===== config.mk =====
export PLATFORM = sky130hd
export DESIGN_NAME = imm_ext_pipe
export DESIGN_NICKNAME = d
export VERILOG_FILES = /design/src/rtl/imm_ext_pipe.sv
export SDC_FILE = /design/constraint.sdc
export NUM_CORES = 1
export LEC_CHECK = 0
export ABC_AREA = 1
export BUFFER_PORTS_ARGS = -buffer_cell sky130_fd_sc_hd__buf_2
export CAP_MARGIN = 20
export CORE_UTILIZATION = 57
export CTS_CLUSTER_SIZE = 20
export DETAILED_ROUTE_END_ITERATION = 10
export GPL_TIMING_DRIVEN = 0
export PLACE_DENSITY = 0.95
export SYNTH_ARGS = -nofsm -noshare
export SYNTH_HDL_FRONTEND = slang
export SYNTH_SLANG_ARGS = --single-unit

===== constraint.sdc =====
create_clock -name clk -period 2.7 [get_ports clk]
set_clock_uncertainty 0.15 [all_clocks]
set_input_delay 0.135 -clock clk [delete_from_list [all_inputs] [get_ports clk]]
set_output_delay 0.135 -clock clk [all_outputs]
set_load 0.03 [all_outputs]

===== src/rtl/imm_ext_pipe.sv =====
// imm_ext_pipe: two-stage valid/ready immediate extender (SEXT/ZEXT/LUI/BRANCH)
// with flush, back-pressure and a saturating illegal-mode counter.
module imm_ext_pipe #(
    parameter int IN_W     = 16,
    parameter int OUT_W    = 32,
    parameter int BR_SHIFT = 2,
    parameter int TAG_W    = 5
) (
    input  logic             clk,
    input  logic             rst_n,
    input  logic             flush,
    input  logic             in_valid,
    output logic             in_ready,
    input  logic [IN_W-1:0]  in_imm,
    input  logic [2:0]       in_mode,
    input  logic [TAG_W-1:0] in_tag,
    output logic             out_valid,
    input  logic             out_ready,
    output logic [OUT_W-1:0] out_data,
    output logic [TAG_W-1:0] out_tag,
    output logic             out_err,
    output logic [7:0]       illegal_cnt
);
    logic             r_s1_full;
    logic             r_s2_full;
    logic [IN_W-1:0]  r_s1_imm;
    logic [2:0]       r_s1_mode;
    logic [TAG_W-1:0] r_s1_tag;
    logic [OUT_W-1:0] r_out_data;
    logic [TAG_W-1:0] r_out_tag;
    logic             r_out_err;
    logic [7:0]       r_cnt;
    logic             w_s2_adv;
    logic             w_s1_adv;
    logic             w_in_xfer;
    logic [OUT_W-1:0] w_zext;
    logic [OUT_W-1:0] w_sext;
    logic [OUT_W-1:0] w_res;

    assign w_s2_adv    = !r_s2_full || out_ready;
    assign w_s1_adv    = !r_s1_full || w_s2_adv;
    assign in_ready    = !flush && w_s1_adv;
    assign w_in_xfer   = in_valid && in_ready;
    assign out_valid   = r_s2_full;
    assign out_data    = r_out_data;
    assign out_tag     = r_out_tag;
    assign out_err     = r_out_err;
    assign illegal_cnt = r_cnt;

    // Shift-based forms avoid zero-width replications when OUT_W == IN_W.
    always_comb begin
        w_zext = OUT_W'(r_s1_imm);
        w_sext = w_zext | ({OUT_W{r_s1_imm[IN_W-1]}} << IN_W);
        w_res  = (r_s1_mode == 3'd0) ? w_sext :
                 (r_s1_mode == 3'd1) ? w_zext :
                 (r_s1_mode == 3'd2) ? (w_zext << (OUT_W - IN_W)) :
                 (r_s1_mode == 3'd3) ? (w_sext << BR_SHIFT) : '0;
    end

    always_ff @(posedge clk or negedge rst_n) begin
        if (!rst_n) begin
            r_s1_full  <= 1'b0;
            r_s2_full  <= 1'b0;
            r_s1_imm   <= '0;
            r_s1_mode  <= '0;
            r_s1_tag   <= '0;
            r_out_data <= '0;
            r_out_tag  <= '0;
            r_out_err  <= 1'b0;
            r_cnt      <= '0;
        end else begin
            if (flush) begin
                r_s1_full <= 1'b0;
                r_s2_full <= 1'b0;
            end else begin
                if (w_s2_adv) r_s2_full <= r_s1_full;
                if (w_s1_adv) r_s1_full <= in_valid;
            end
            if (w_in_xfer) begin
                r_s1_imm  <= in_imm;
                r_s1_mode <= in_mode;
                r_s1_tag  <= in_tag;
            end
            // Output registers only move when S2 advances, keeping them stable under stall.
            if (w_s2_adv && r_s1_full) begin
                r_out_data <= w_res;
                r_out_tag  <= r_s1_tag;
                r_out_err  <= r_s1_mode[2];
            end
            if (w_in_xfer && in_mode[2] && r_cnt != 8'hFF) r_cnt <= r_cnt + 8'd1;
        end
    end
endmodule


==> metrics.cfg <==
[clocking]
cts_htree_levels=3
cts_hold_buf=27
cts_buffers=9
cts_root_buf=clkbuf_8
post_cts_resized=0
cts_buffer_depth=2
cts.clk_slew.worst_paths_ns=0.07
cts_tree=built
cts_sinks=72
cts_setup_buffers=0
clkLatencyLatePin_ns=0.34

[power]
power_leakage_nw=2.16
peakVddDrop_uv=508
cellPowerDensity_nw_per_um2=769

[route]
wl_met1_um=3340
wl_per_cell_um=13.7
met3_length_um=520
ant_nets=0
drtPass1Iterations=5
wl_um=8040
vias=3121
drc=0
viasPerCell=5.33
drtIter0Drc=303
wl_met2_um=3860
dr.max_layer_used=met4

[critical_path]
worstSetupEndpointType=flip-flop
regToRegStartpoint=r_s1_full
worst-setup-path-type=in2reg
slowest_delay_ns=0.52
cp_data_arrival_time_ns=1.82
required_ns=2.75
cpMaxStageDelayCell=dlygate4sd3_1
critical_path.max_fanout=10
crit_path_end=r_s1_imm[4]
path_cells=dlygate4sd3_1 > buf_2 > inv_1 > nand3_1 > nand2_1 > nor2_2 > clkbuf_1 > o21ai_0
reg2reg_to=r_s1_imm[4]
r2r_slack_ns=0.95
worstSetupStartpointType=input port
cp-startpoint=out_ready
r2r_cells=5

[synthesis]
synthFlopType=dfrtp_1
netlist_top_cells_area=dfrtp_1 (55%), nand2_1 (16%), inv_1 (5.2%), o21ai_0 (3.8%), nor2_1 (2.8%)
synth_top_family_by_area=simple AND/OR/NAND/NOR gates
synthSimpleGateAreaFrac=0.241
synth_seq_cells=72
synthTopCellsByCount=nand2_1 (135), dfrtp_1 (72), inv_1 (45)
synth-edff-count=0
ys_async_sr_fraction=1.00
synth_top_cell_by_area=dfrtp_1
yosysWarnings=0
synth_fa_ha_area_frac=0.00383
yosys-mux-area-fraction=0
yosysMostFrequentCell=nand2_1
avgSynthCellArea_um2=8.25
synth_nets=426
ys_types=25
synth_area_um2=3270
synth-xor-area-share=0.00805
synth-seq-area-share=0.552
synth_compound_area_frac=0.111
synth_cells=396
synthDominantCellAreaShare=0.552

[run_status]
status=finished, final reports clean

[sta]
rsz0062_at_grt=no
setup_tns_ns=0
max_clock_freq_mhz=566
max_slew_margin=0.403
period_share=0.655
drv_slew=0
setup_viol=0
hold_ws_ns=0.0668
period_minus_slack_ns=1.77
setup_slack_ns=0.933
worst_pin_slew_ns=0.896
hold_violations=0

[global_route]
track_usage=0.292
overflow=0
grt_pass1_wl_um=13600
grt_start_max_net_pins=73
grt_pass1_vias=3032
antenna_found_initial=0

[placement]
placed_area_um2=3740
io_buffers=76
gp_congestion=0.850
pre_cts_ws_ns=0.976
hpwl_um=5480

[layout]
fin_nets=540
num-fill-cells=389
num_antenna_cells=0
synthToLayoutAreaGrowth_pct=28.0
drive_gt1_frac=0.230
final_cell_area_um2=4180

[floorplan]
rows=27
core_um2=5510
initial_core_util=0.593
die_w_um=77.7
die-height_um=77.7
fp.dieArea_um2=6040
io_pins=77

[hold_path]
hp-class=in2reg

[flow_run]
maxCapViolCount=0

==> critical path: cells and delay by family <==
family                 cells  cell delay [ns]
buffers and inverters      4             1.10
AND/OR/NAND/NOR            3             0.41
AO/OA/AOI/OAI              1             0.17
==> how the worst min path moves through the flow <==
stage / cells past startpoint / endpoint / from
floorplan: 0 / illegal_cnt[0] / rst_n
global placement: 2 / r_s1_full / flush
detailed placement: 1 / out_tag[3] / rst_n
CTS: 5 / r_s1_tag[4] / in_valid
global route: 3 / r_s1_mode[2] / in_mode[2]
finish: 5 / r_s1_tag[4] / in_valid
==> cells in the final DEF (no fill, tap or decap), drive strengths merged <==
cell	count
a21oi	18
clkinv	4
nor2	29
ha	1
xor2	3
o21bai	8
nand2	140
buf	90
o22ai	11
nor3	11
inv	46
a22o	1
nand3	10
clkbuf	15
dlygate4sd3	27
nand4	2
o21ai	25
a31oi	1
dfrtp	72
==> per-layer routing <==
| layer | global-route usage | up-vias |
|---|---|---|
| li1 | - | 1473 |
| met3 | 0.0447 | 31 |
| met5 | 0 | - |
| met1 | 0.376 | 1461 |
| met4 | 0.183 | 0 |
| met2 | 0.463 | 156 |
==> power by group <==
group	internal (mW)	switching (mW)
sequential	1.28	0.147
combinational	0.332	0.703
clock	0.372	0.377
==> kinds of logic after synthesis <==
logic type / after synthesis
simple gates: 192
flops: 72
compound gates: 64
buf+inv: 64
xor+xnor: 3
fa+ha+maj: 1
==> sequential cells by signal, indices dropped and copies added (netlist names) <==
register and cells:
illegal_cnt 8, out_data 32, out_err 1, out_tag 5, out_valid 1, r_s1_full 1
r_s1_imm 16, r_s1_mode 3, r_s1_tag 5
==> metrics by stage <==
| step | std cells | utilization | power [mW] |
|---|---|---|---|
| floorplan | 396 | - | 2.12 |
| global placement | 544 | 0.678 | 2.40 |
| detailed placement | 544 | 0.679 | 2.44 |
| CTS | 586 | 0.759 | 3.22 |
| global route | 586 | 0.759 | 3.40 |
| finish | 586 | 0.759 | 3.21 |
==> cell type report <==
cell class	instances	area [um2]	share of cell area
sequential	72	1800	0.431
multi-input combinational	260	1190	0.285
timing repair buffer	103	653	0.156
inverter	46	173	0.0413
clock buffer	11	151	0.0362
buffer	18	101	0.0242
tap	72	90.1	0.0216
clock inverter	4	20.0	0.00479
Power figures use the tool's default switching activity.
